$ cat src/rtl/riscv_pkg.sv
// rtl/riscv_pkg.sv - shared types and constants for the core result drain
//
// Contents: drain FSM state enum, record header/trailer byte values,
// bytes per serialized record, and a helper that picks one record byte.
package riscv_pkg;

   typedef enum logic [2:0] {
      ST_IDLE,
      ST_GRANT,
      ST_DRAIN,
      ST_TRAILER,
      ST_DONE
   } drain_state_e;

   localparam logic [7:0]  HDR_BYTE     = 8'hA5;
   localparam logic [7:0]  TRL_BYTE     = 8'h5A;
   localparam int unsigned RECORD_BYTES = 7;

   // Byte idx of a serialized record: header, addr MSB first, data MSB first.
   function automatic logic [7:0] record_byte(input logic [2:0]  idx,
                                              input logic [15:0] addr,
                                              input logic [31:0] data);
      logic [7:0] b;
      case (idx)
         3'd0:    b = HDR_BYTE;
         3'd1:    b = addr[15:8];
         3'd2:    b = addr[7:0];
         3'd3:    b = data[31:24];
         3'd4:    b = data[23:16];
         3'd5:    b = data[15:8];
         3'd6:    b = data[7:0];
         default: b = 8'h00;
      endcase
      return b;
   endfunction

endpackage

$ cat src/rtl/result_fifo.sv
// rtl/result_fifo.sv - synchronous record FIFO with occupancy count
//
// Ports:
//   clk, reset_n      clock, async active-low reset (empties the FIFO)
//   push, wdata       write request and data; ignored while full
//   pop, rdata        read request and head-of-queue data (show-ahead)
//   full, empty       occupancy flags
//   count             occupancy, log2(DEPTH)+1 bits
module result_fifo #(
   parameter int DEPTH = 16,
   parameter int WIDTH = 44
) (
   input  logic                     clk,
   input  logic                     reset_n,
   input  logic                     push,
   input  logic [WIDTH-1:0]         wdata,
   input  logic                     pop,
   output logic [WIDTH-1:0]         rdata,
   output logic                     full,
   output logic                     empty,
   output logic [$clog2(DEPTH):0]   count
);

   localparam int AW = $clog2(DEPTH);
   localparam int CW = AW + 1;

   logic [WIDTH-1:0] mem [DEPTH];
   logic [AW-1:0]    wr_ptr_q, wr_ptr_d;
   logic [AW-1:0]    rd_ptr_q, rd_ptr_d;
   logic [CW-1:0]    count_q, count_d;
   logic             push_ok, pop_ok;

   assign full    = (count_q == CW'(DEPTH));
   assign empty   = (count_q == '0);
   assign count   = count_q;
   assign rdata   = mem[rd_ptr_q];
   // A push into a full FIFO is simply discarded; the caller flags it.
   assign push_ok = push && !full;
   assign pop_ok  = pop && !empty;

   always_comb begin
      wr_ptr_d = wr_ptr_q;
      rd_ptr_d = rd_ptr_q;
      count_d  = count_q;
      if (push_ok) wr_ptr_d = wr_ptr_q + AW'(1);
      if (pop_ok)  rd_ptr_d = rd_ptr_q + AW'(1);
      if (push_ok && !pop_ok)      count_d = count_q + CW'(1);
      else if (pop_ok && !push_ok) count_d = count_q - CW'(1);
   end

   always_ff @(posedge clk or negedge reset_n) begin
      if (!reset_n) begin
         wr_ptr_q <= '0;
         rd_ptr_q <= '0;
         count_q  <= '0;
      end else begin
         wr_ptr_q <= wr_ptr_d;
         rd_ptr_q <= rd_ptr_d;
         count_q  <= count_d;
      end
   end

   always_ff @(posedge clk) begin
      if (push_ok) mem[wr_ptr_q] <= wdata;
   end

endmodule

$ cat src/rtl/core_result_drain.sv
// rtl/core_result_drain.sv - captures core result writes and drains them as bytes
//
// Ports:
//   clk, reset_n                       clock, async active-low reset
//   i_core_req / o_core_grant          result-write window request / grant
//   i_uram_en, i_uram_wr_en,
//   i_uram_addr, i_uram_wr_data        result port; writes captured while granted
//   o_uram_emptied                     idle (or done) with nothing left to send
//   i_core_locked                      core finished; triggers the trailer byte
//   o_byte_data, o_byte_valid,
//   i_byte_ready                       serial byte stream to the UART TX
//   o_overflow                         sticky: a record was dropped (FIFO full)
//   o_done                             sticky: trailer sent, block terminal
module core_result_drain #(
   parameter int ADDR_W = 12,
   parameter int DATA_W = 32,
   parameter int DEPTH  = 16
) (
   input  logic              clk,
   input  logic              reset_n,
   input  logic              i_core_req,
   output logic              o_core_grant,
   input  logic              i_uram_en,
   input  logic              i_uram_wr_en,
   input  logic [ADDR_W-1:0] i_uram_addr,
   input  logic [DATA_W-1:0] i_uram_wr_data,
   output logic              o_uram_emptied,
   input  logic              i_core_locked,
   output logic [7:0]        o_byte_data,
   output logic              o_byte_valid,
   input  logic              i_byte_ready,
   output logic              o_overflow,
   output logic              o_done
);

   import riscv_pkg::*;

   localparam int WIDTH = ADDR_W + DATA_W;
   localparam int CW    = $clog2(DEPTH) + 1;
   localparam logic [2:0] LAST_IDX = 3'(RECORD_BYTES - 1);

   drain_state_e     state_q, state_d;
   logic [2:0]       byte_idx_q, byte_idx_d;
   logic             overflow_q, overflow_d;
   logic             emptied_q, emptied_d;

   logic             push, pop, full, empty;
   logic [CW-1:0]    count;
   logic [WIDTH-1:0] rdata;
   logic [15:0]      rec_addr;
   logic [31:0]      rec_data;
   logic             byte_valid;
   logic [7:0]       byte_data;

   result_fifo #(
      .DEPTH (DEPTH),
      .WIDTH (WIDTH)
   ) u_fifo (
      .clk     (clk),
      .reset_n (reset_n),
      .push    (push),
      .wdata   ({i_uram_addr, i_uram_wr_data}),
      .pop     (pop),
      .rdata   (rdata),
      .full    (full),
      .empty   (empty),
      .count   (count)
   );

   // Writes are captured for every granted cycle, including the one where
   // the request drops.
   assign push     = (state_q == ST_GRANT) && i_uram_en && i_uram_wr_en;
   assign rec_addr = 16'(rdata[WIDTH-1:DATA_W]);
   assign rec_data = 32'(rdata[DATA_W-1:0]);

   always_comb begin
      state_d    = state_q;
      byte_idx_d = byte_idx_q;
      overflow_d = overflow_q | (push & full);
      byte_valid = 1'b0;
      byte_data  = 8'h00;
      pop        = 1'b0;
      case (state_q)
         ST_IDLE: begin
            // Request takes priority over the trailer.
            if (i_core_req && empty)         state_d = ST_GRANT;
            else if (i_core_locked && empty) state_d = ST_TRAILER;
         end
         ST_GRANT: begin
            if (!i_core_req) state_d = ST_DRAIN;
         end
         ST_DRAIN: begin
            if (empty) begin
               state_d = ST_IDLE;
            end else begin
               byte_valid = 1'b1;
               byte_data  = record_byte(byte_idx_q, rec_addr, rec_data);
               if (i_byte_ready) begin
                  if (byte_idx_q == LAST_IDX) begin
                     byte_idx_d = 3'd0;
                     pop        = 1'b1;
                     if (count == CW'(1)) state_d = ST_IDLE;
                  end else begin
                     byte_idx_d = byte_idx_q + 3'd1;
                  end
               end
            end
         end
         ST_TRAILER: begin
            byte_valid = 1'b1;
            byte_data  = TRL_BYTE;
            if (i_byte_ready) state_d = ST_DONE;
         end
         ST_DONE: begin
         end
         default: state_d = ST_IDLE;
      endcase
      // Registered view of "idle/done with an empty FIFO" after this edge.
      emptied_d = ((state_d == ST_IDLE) || (state_d == ST_DONE)) &&
                  (count == (pop ? CW'(1) : CW'(0)));
   end

   always_ff @(posedge clk or negedge reset_n) begin
      if (!reset_n) begin
         state_q    <= ST_IDLE;
         byte_idx_q <= 3'd0;
         overflow_q <= 1'b0;
         emptied_q  <= 1'b1;
      end else begin
         state_q    <= state_d;
         byte_idx_q <= byte_idx_d;
         overflow_q <= overflow_d;
         emptied_q  <= emptied_d;
      end
   end

   assign o_core_grant   = (state_q == ST_GRANT);
   assign o_done         = (state_q == ST_DONE);
   assign o_overflow     = overflow_q;
   assign o_uram_emptied = emptied_q;
   assign o_byte_valid   = byte_valid;
   assign o_byte_data    = byte_data;

endmodule

$ cat config.mk
export PLATFORM = sky130hd
export DESIGN_NAME = core_result_drain
export DESIGN_NICKNAME = d
export VERILOG_FILES = /design/src/rtl/riscv_pkg.sv /design/src/rtl/result_fifo.sv /design/src/rtl/core_result_drain.sv
export SDC_FILE = /design/constraint.sdc
export NUM_CORES = 1
export LEC_CHECK = 0
export CORE_MARGIN = 1
export CORE_UTILIZATION = 30
export CTS_CLUSTER_DIAMETER = 100
export DETAILED_ROUTE_END_ITERATION = 8
export GPL_TIMING_DRIVEN = 0
export PLACE_DENSITY_LB_ADDON = 0.2
export SETUP_SLACK_MARGIN = 0.5
export SKIP_CTS_REPAIR_TIMING = 1
export SYNTH_ARGS = -nofsm -noshare
export SYNTH_HDL_FRONTEND = slang
export SYNTH_SLANG_ARGS = --single-unit
$ cat constraint.sdc
create_clock -name clk -period 6.58 [get_ports clk]
set_clock_uncertainty 0.2 [all_clocks]
set_input_delay 1.316 -clock clk [delete_from_list [all_inputs] [get_ports clk]]
set_output_delay 1.316 -clock clk [all_outputs]
set_load 0.02 [all_outputs]
## Word-level counts from Yosys, hierarchy flattened

Memories as Yosys holds them, arrays and structs flattened.
Index checks and enable logic that the tools add are counted.

| storage, ports and cells | value |
|---|---|
| output and inout port bits | 13 |
| register bits | 21 |
| memory bits (writable) | 704 |
| memories | 1 |

Memories:

| name | depth | bits a word | rd ports | clocked after memory_dff | wr ports | RTL line | source |
|---|---|---|---|---|---|---|---|
| u_fifo.mem | 16 | 44 | 1 | 0 | 1 | result_fifo.sv:27 | `logic [WIDTH-1:0] mem [DEPTH];` |

| cells by class | value |
|---|---|
| reductions and logical operators | 20 |
| equality and inequality tests | 14 |
| $add $sub $neg | 5 |
| multiplexer cells | 24 |
| bitwise operators | 3 |

Operators by type and width:

| cell | number |
|---|---|
| $pmux 8 s7 | 1 |
| $mux 3 | 9 |
| $pmux 8 s2 | 1 |
| $eq 3x3->1 const B | 5 |
| $pmux 3 s5 | 1 |
| $eq 3x2->1 const B | 4 |
| $mux 5 | 2 |
| $logic_and 1x1->1 | 9 |
| $logic_not 3->1 | 3 |
| $add 4x1->4 const B | 2 |
| $mux 1 | 8 |
| $mux 8 | 1 |
| $eq 3x1->1 const B | 2 |
| $add 5x1->5 const B | 1 |
| $eq 5x1->1 | 1 |
| $eq 5x1->1 const B | 1 |
| $eq 5x5->1 const B | 1 |
| $logic_not 5->1 | 1 |
| $sub 5x1->5 const B | 1 |
| $logic_not 1->1 | 4 |
| $add 3x1->3 const B | 1 |
| $reduce_and 3->1 | 1 |
| $pmux 1 s2 | 1 |
| $reduce_bool 2->1 | 1 |
| other kinds (4) | 4 |

## Logic depth before layout (Yosys ltp)

Gate-level depths: netlist of run 1.

| depth | value |
|---|---|
| depth in word-level cells | 9 |
| gate-level depth with buffers | 11 |
| mapped depth without buffers | 11 |

## By module

A second synthesis of run 1 with hierarchy kept.

| second synthesis, totals | value |
|---|---|
| cells, all modules | 1465 |
| area total of the unflattened synthesis | 28738.8 um^2 |

Modules (own cells, without submodules):

| module | cells an instance | sequential area each (um^2) | instances | area an instance (um^2) |
|---|---|---|---|---|
| result_fifo | 1354 | 21465.6 | 1 | 27843.0 |
| core_result_drain | 111 | 201.4 | 1 | 895.9 |

## Worst setup path before layout of run 1

No wires, ideal clock.

| timing | value |
|---|---|
| path kind | input port to flip-flop |
| start | input port i_uram_en |
| end | memory u_fifo.mem[3][0], enable pin |
| data required time | 5880 ps |
| stages | 4 |
| library setup time | 500 ps |
| setup slack | 927 ps |
| arrival time | 4953 ps |
| path through | and4b_1 clkbuf_1 nand2_1 nor3_1 |

| on the way | value |
|---|---|
| cells in the longest elaborated chain, start to end | 5 |

Ends and longest elaborated chain:

| element | RTL line | source |
|---|---|---|
| start, declared | core_result_drain.sv:23 | `input logic i_uram_en,` |
| $logic_and 1x1->1 (2 in a row) | core_result_drain.sv:72 | `assign push = (state_q == ST_GRANT) && i_uram_en && i_uram_wr_en;` |
| $logic_and 1x1->1 | result_fifo.sv:38 | `assign push_ok = push && !full;` |
| via u_fifo.push_ok | result_fifo.sv:31 | `logic push_ok, pop_ok;` |
| $mux 1 | result_fifo.sv:64 | `if (push_ok) mem[wr_ptr_q] <= wdata;` |
| $mux 1 (implied by the code) | result_fifo.sv:64 |  |
| end, declared | result_fifo.sv:27 |  |

The timed path passes the listed nets, and every way through them passes these cells.

## Worst setup path in the final report of run 1

| timing | value |
|---|---|
| start | register u_fifo.rd_ptr_q[1] |
| end | output port o_byte_data[1] |

| on the way | value |
|---|---|
| cells in the longest elaborated chain, start to end | 4 |

Ends and longest elaborated chain:

| element | RTL line | source |
|---|---|---|
| start, declared | result_fifo.sv:29 | `logic [AW-1:0] rd_ptr_q, rd_ptr_d;` |
| start signal, assigned | result_fifo.sv:58 | `rd_ptr_q <= rd_ptr_d;` |
| $mem_v2 16x44 | n/a |  |
| $pmux 8 s7 | riscv_pkg.sv:24 | `case (idx)` |
| $mux 8 | core_result_drain.sv:93 | `if (empty) begin` |
| $pmux 8 s2 | core_result_drain.sv:83 | `case (state_q)` |
| end, declared | core_result_drain.sv:29 | `output logic [7:0] o_byte_data,` |

Every way passes these cells.

==> results.py, run 1 <==
metrics = {
    "floorplanning": {
        "core-area_sq_um": 93500,
        "die_width_um": 310,
        "row_count": 112,
        "die_h_um": 310,
        "die_area_sq_um": 95900,
        "io-pin-count": 64,
        "initial_core_util_pct": 30.4,
    },
    "route": {
        "drt_iter0_drc": 1349,
        "drc": 0,
        "drtPass1Iterations": 5,
        "antenna_left": 0,
        "vias": 14400,
        "wl_mm": 82.6,
        "detail_route.wl_per_cell_um": 28.8,
        "routed_via_density": 5.03,
    },
    "sta": {
        "rsz0062_at_grt": "yes",
        "fin_crit_sh_pct": 91.6,
        "hold_viol": 0,
        "maxSlewHeadroom_pct": 25.4,
        "setup-violations-final": 0,
        "min_period_ns": 6.03,
        "max_freq_mhz": 166,
        "slew_violations": 0,
        "worst_slew_pin_slew_ns": 1.10,
    },
    "critical_path": {
        "worstPathRequired_ns": 5.06,
        "path_cells": "buf_2, buf_2, inv_1, clkbuf_4, mux2i_1, o22ai_1, nor4_2, a21oi_1, clkdlybuf4s50_1",
        "cpMostUsedCell": "buf_2",
        "cp.arrival_ns": 4.51,
        "rrSetupSlack_ns": 2.46,
        "critPathMaxStageDelay_ns": 0.61,
        "critical_path_class": "register to output port",
        "reg2reg_depth": 11,
        "crit_path_start_kind": "register",
        "cpMaxStageDelayCell": "clkdlybuf4s50_1",
        "crit_fanout": 10,
        "setup.worst_path.end_class": "output port",
        "rr_startpoint": "u_fifo.count[0]$_DFFE_PN0P_",
        "r2r_end": "u_fifo.count[4]$_DFFE_PN0P_",
    },
    "status": {
        "outcome": "completed",
    },
    "power": {
        "p_total_mw": 13.3,
        "p_per_area_nw_per_um2": 390,
        "leakage_nw": 10.7,
        "vdd_drop_max_mv": 0.169,
    },
    "logic_synthesis": {
        "synth_top_family_by_area": "multiplexers",
        "yosys_warnings": 0,
        "async_flop_share_pct": 2.90,
        "syn_inst": 1354,
        "synth-simple-area-share_pct": 2.93,
        "synth.distinct_cells": 61,
        "synth_fp_nets": 1416,
        "yosysMostFrequentCell": "edfxtp_1",
        "ys_dominant_reg_cell": "edfxtp_1",
        "synth_seq_cells": 725,
        "ys_top_cells_by_count": "edfxtp_1, mux4_2, mux2i_1",
        "postSynthAreaPerCell_sq_um": 21.0,
        "synth_top_cell_by_area": "edfxtp_1",
        "synthAdderAreaFrac_pct": 0.485,
        "synth_area_leaders": "edfxtp_1, mux4_2, mux2i_1, dfrtp_1, nand2_1",
        "synth_top_area_share_pct": 74.5,
        "ys_seq_area_share_pct": 76.3,
        "synthesis.area_sq_um": 28400,
        "synth-xor-area-share_pct": 0.370,
        "synth.area.mux_share_pct": 15.9,
        "synth-edff-count": 704,
        "synth-compound-area-share_pct": 2.38,
    },
    "min_path": {
        "min_path_cells": 1,
        "hp-class": "register to register",
        "worst_hold_path.endpoint": "o_overflow$_DFF_PN0_",
        "hp-start": "o_overflow$_DFF_PN0_",
    },
    "cells_and_area": {
        "layout.nets": 1612,
        "stdcell_area_sq_um": 34200,
        "final_core_util_pct": 36.6,
        "layout-drive-gt1-share_pct": 25.2,
        "area_growth_pct": 20.4,
        "layoutNonFillerInstCount": 2869,
        "n_fill_cell": 8599,
    },
    "place": {
        "port_buffers": 63,
        "dp_hpwl_mm": 54.7,
        "placed_cells": 2722,
        "dpl-instance-area_sq_um": 31500,
        "finalWeightedCongestion": 0.826,
    },
    "flow_run": {
        "max_cap_viol_count": 0,
    },
    "global_routing": {
        "grt_max_degree": 22,
        "grt_pass1_wl_mm": 115,
        "gr-total-overflow": 0,
        "track_usage_pct": 17.4,
        "grt_pass1_vias": 15000,
        "antenna_found_initial": 6,
    },
    "clock_tree": {
        "cts.path.max_buffers": 3,
        "clock_latency_ns": 0.62,
        "cts_sinks": 725,
        "cts_max_level": 3,
        "cts_buffers": 80,
        "cts_root_buffer": "clkbuf_16",
        "cts_tree": "yes",
        "path_clk_slew_ns": 0.06,
    },
}
flip-flops by register name (all words and copies together) (netlist names):
signal,count
u_fifo.mem,704
u_fifo.wr_ptr_q,4
u_fifo.rd_ptr_q,4
state_q,3
u_fifo.count,5
o_overflow,1
o_uram_emptied,1
byte_idx_q,3
worst max-delay path by stage:
stage                                         from                          end  slack [ns]  depth (start not counted)
finish              u_fifo.rd_ptr_q[1]$_DFFE_PN0P_               o_byte_data[1]        0.55                          9
floorplan                                i_uram_en   u_fifo.mem[3][0]$_DFFE_PP_        0.93                          4
global route        u_fifo.rd_ptr_q[0]$_DFFE_PN0P_               o_byte_data[1]        0.46                         12
CTS                 u_fifo.rd_ptr_q[1]$_DFFE_PN0P_               o_byte_data[1]       -0.32                          9
detailed placement  u_fifo.rd_ptr_q[1]$_DFFE_PN0P_               o_byte_data[1]        0.37                          9
global placement                         i_uram_en  u_fifo.mem[3][17]$_DFFE_PP_       -5.10                          5
critical path, delay by kind of cell (launching register included):
family / cells / cell delay [ns]
mux: 1 / 0.42
compound gates: 2 / 0.45
buf+inv: 5 / 2.08
simple gates: 1 / 0.56
flops: 1 / 0.37
through the flow:
stage	hold slack, ns	setup WS [ns]	setup TNS (ns)
detailed placement	0.282	0.366	0
floorplan	0.250	0.927	0
CTS	0.294	-0.316	-0.478
global placement	0.271	-5.10	-1684.85
finish	0.285	0.553	0
global route	0.323	0.464	0
layout by cell type (no fill, tap or decap), drive strengths merged, types with 3 or more instances in the layout:
| master | synthesis | routed |
|---|---|---|
| clkinvlp | 0 | 3 |
| clkbuf | 21 | 119 |
| dfrtp | 20 | 20 |
| nand2b | 6 | 6 |
| edfxtp | 704 | 704 |
| nand4 | 11 | 11 |
| a21oi | 26 | 26 |
| nor4b | 3 | 3 |
| o32ai | 3 | 3 |
| buf | 48 | 95 |
| and2 | 4 | 4 |
| or3 | 4 | 4 |
| o22ai | 13 | 13 |
| mux2 | 7 | 7 |
| mux2i | 104 | 104 |
| nor4 | 3 | 3 |
| nor2b | 9 | 9 |
| or4bb | 3 | 3 |
| a22oi | 14 | 14 |
| mux4 | 151 | 151 |
| xnor2 | 7 | 7 |
| a31oi | 9 | 9 |
| clkinv | 1 | 38 |
| nand2 | 48 | 48 |
| ha | 11 | 11 |
| o211ai | 5 | 5 |
| o21ai | 14 | 14 |
| clkdlybuf4s50 | 0 | 63 |
| bufinv | 0 | 9 |
| nand3 | 15 | 15 |
| a22o | 3 | 3 |
| inv | 9 | 12 |
| xor2 | 5 | 5 |
| nor3 | 13 | 13 |
| nor2 | 30 | 30 |
per-layer routing:
metal	global-route usage, %	vias up	wire (um)
met5	0	-	69
met4	5.09	10	1740
met3	3.63	109	5340
met2	28.3	458	39600
met1	23.6	7809	35900
li1	-	6043	-
kinds of logic (layout without fill, tap and decap cells):
| group | after synthesis | count (layout) |
|---|---|---|
| compound gates | 104 | 104 |
| xor+xnor | 12 | 12 |
| fa+ha+maj | 11 | 11 |
| buf+inv | 79 | 339 |
| flops | 725 | 725 |
| mux | 262 | 262 |
| other cells | 0 | 1 |
| simple gates | 161 | 161 |
area by class of cell:
type / instances / area, sq um / area share (%)
flip-flops and latches: 725 / 21700 / 63.4
multi-input cells: 550 / 6400 / 18.7
clock buffers: 94 / 2110 / 6.16
well taps: 1254 / 1570 / 4.59
repair buffers: 114 / 1460 / 4.27
clock inverters: 52 / 499 / 1.46
plain buffers: 69 / 439 / 1.28
inverters: 10 / 37.5 / 0.110
diodes: 1 / 2.50 / 0.00732
where the power goes:
part / internal, mW / switching (mW)
Sequential: 5.15 / 0.0604
Clock: 2.64 / 1.81
Combinational: 1.46 / 2.21
Total: 9.26 / 4.08
No activity file was read; power rests on OpenSTA's default activity.
==> run 2, diff against run 1 <==
Settings changed: CTS_CLUSTER_SIZE set to 40.
==> run 2 against run 1 <==
  * Core utilization decreased by 1.7 points
  * Setup slack got worse by 0.066 ns
  * Clock-buffer cell count decreased by 63
  * Power decreased by 15%
  * Non-clock buffer count unchanged
  * Global-route usage decreased by 0.43 points
  * Die area unchanged
  * Via count decreased by 2.5%
  * Cell count decreased by 3.3%
==> results.py, run 2 (synthesis gave the netlist of run 1 again) <==
metrics = {
    "status": {
        "outcome": "completed",
    },
    "sta": {
        "rsz0062_at_grt": "yes",
        "max_freq_mhz": 164,
        "worst_slew_pin_slew_ns": 1.12,
        "setup_tns_ns": 0,
        "maxSlewHeadroom_pct": 25.3,
        "fin_crit_sh_pct": 92.6,
        "hold_viol": 0,
        "setup-violations-final": 0,
        "min_period_ns": 6.09,
        "slew_violations": 0,
    },
    "flow_run": {
        "max_cap_viol_count": 0,
    },
    "place": {
        "placed_cells": 2722,
        "port_buffers": 63,
        "dp_hpwl_mm": 54.7,
        "finalWeightedCongestion": 0.826,
    },
    "route": {
        "drtPass1Iterations": 5,
        "routed_via_density": 5.07,
        "detail_route.wl_per_cell_um": 29.3,
        "routed.top_layer": "met5",
        "wl_mm": 81.3,
        "vias": 14100,
        "drc": 0,
        "wl_met3_mm": 4.37,
        "wl_met2_mm": 39.3,
        "drt-met1-wl_mm": 36.2,
        "drt_iter0_drc": 1519,
        "antenna_left": 0,
    },
    "critical_path": {
        "crit_fanout": 10,
        "setup.worst_path.end_class": "output port",
        "rrSetupSlack_ns": 2.61,
        "crit_path_start_kind": "register",
        "rr_startpoint": "u_fifo.count[0]$_DFFE_PN0P_",
        "r2r_end": "u_fifo.count[4]$_DFFE_PN0P_",
        "worstPathRequired_ns": 5.06,
        "cp.arrival_ns": 4.58,
        "critical_path_class": "register to output port",
        "reg2reg_depth": 11,
    },
    "cells_and_area": {
        "n_fill_cell": 8734,
        "largest_reg_flops": 704,
        "layout_common_cells": "edfxtp_1, mux4_2, mux2i_1",
        "multiInputGateArea_sq_um": 6400,
        "layout-drive-gt1-share_pct": 22.2,
        "layoutNonFillerInstCount": 2775,
        "layout.nets": 1560,
        "area_growth_pct": 15.0,
        "final_core_util_pct": 34.9,
        "seq_area_sq_um": 21700,
        "final_common_cell": "edfxtp_1",
        "regMostFlops": "u_fifo.mem",
    },
    "min_path": {
        "hp-start": "o_overflow$_DFF_PN0_",
        "hp-class": "register to register",
        "worst_hold_path.endpoint": "o_overflow$_DFF_PN0_",
        "min_path_cells": 1,
    },
    "clock_tree": {
        "clock_latency_ns": 0.65,
        "cts_max_level": 1,
        "cts_root_buffer": "clkbuf_16",
        "cts_tree": "yes",
        "path_clk_slew_ns": 0.13,
        "cts_sinks": 725,
        "cts_buffers": 28,
        "cts.path.max_buffers": 3,
    },
    "floorplanning": {
        "die_width_um": 310,
        "io-pin-count": 64,
        "core-area_sq_um": 93500,
        "die_area_sq_um": 95900,
        "row_count": 112,
        "die_h_um": 310,
        "initial_core_util_pct": 30.4,
    },
    "global_routing": {
        "grt_pass1_vias": 14400,
        "grt_max_degree": 41,
        "grt_pass1_wl_mm": 113,
        "antenna_found_initial": 6,
        "track_usage_pct": 17.0,
        "gr-total-overflow": 0,
    },
    "power": {
        "leakage_nw": 9.95,
        "vdd_drop_max_mv": 0.200,
        "p_total_mw": 11.4,
        "p_per_area_nw_per_um2": 348,
    },
}
-- run 2: cell types whose count changed in the layout (fill, tap and decap cells not counted), moves of 7 or more --
cell / before / now
clkinv_1: 20 / 1
clkinv_2: 15 / 0
clkbuf_1: 22 / 15
clkbuf_16: 82 / 29
bufinv_16: 9 / 0
-- run 2: worst max path at each step --
stage	startpoint	slack, ns	to
final	u_fifo.rd_ptr_q[2]$_DFFE_PN0P_	0.49	o_byte_data[1]
after global routing	u_fifo.rd_ptr_q[2]$_DFFE_PN0P_	0.41	o_byte_data[1]
after CTS	u_fifo.rd_ptr_q[1]$_DFFE_PN0P_	-0.37	o_byte_data[1]
after detailed placement	u_fifo.rd_ptr_q[1]$_DFFE_PN0P_	0.37	o_byte_data[1]
after global placement	i_uram_en	-5.10	u_fifo.mem[3][17]$_DFFE_PP_
after floorplan	i_uram_en	0.93	u_fifo.mem[3][0]$_DFFE_PP_
-- run 2: layer usage --
layer | GRT usage, % | vias up
met5 | 0 | -
met4 | 3.03 | 10
met3 | 2.35 | 68
met2 | 28.4 | 375
met1 | 23.8 | 7731
li1 | - | 5884
-- run 2: area by class of cell --
type | instances | area share (%)
antenna | 1 | 0.00767
buffer | 69 | 1.34
clock buffer | 31 | 2.25
clock inverter | 21 | 1.02
inverter | 10 | 0.115
multi-input combinational | 550 | 19.6
sequential | 725 | 66.4
tap | 1254 | 4.81
timing repair buffer | 114 | 4.48
-- run 2: worst max-delay path, stage by stage, from the launching register on --
cell and delay [ns]:
dfrtp_1 0.38, buf_2 0.16, clkbuf_1 0.38, nor2_1 0.45, clkbuf_2 0.39, a22oi_1 0.15, a31oi_1 0.46, o21ai_0 0.21
nor4_2 0.44, a21oi_1 0.29, clkdlybuf4s50_1 0.61
-- run 2: metrics by stage --
| step | setup slack, ns | hold WS, ns | instance area (sq um) |
|---|---|---|---|
| finish | 0.487 | 0.301 | 32600 |
| global route | 0.414 | 0.339 | 32600 |
| CTS | -0.374 | 0.311 | 32600 |
| detailed placement | 0.366 | 0.282 | 31500 |
| global placement | -5.10 | 0.271 | 30600 |
| floorplan | 0.927 | 0.250 | 28400 |
-- run 2: power by group --
part	internal, mW	switching [mW]
Clock	0.919	1.59
Sequential	5.15	0.0609
Combinational	1.46	2.20
Total	7.52	3.84
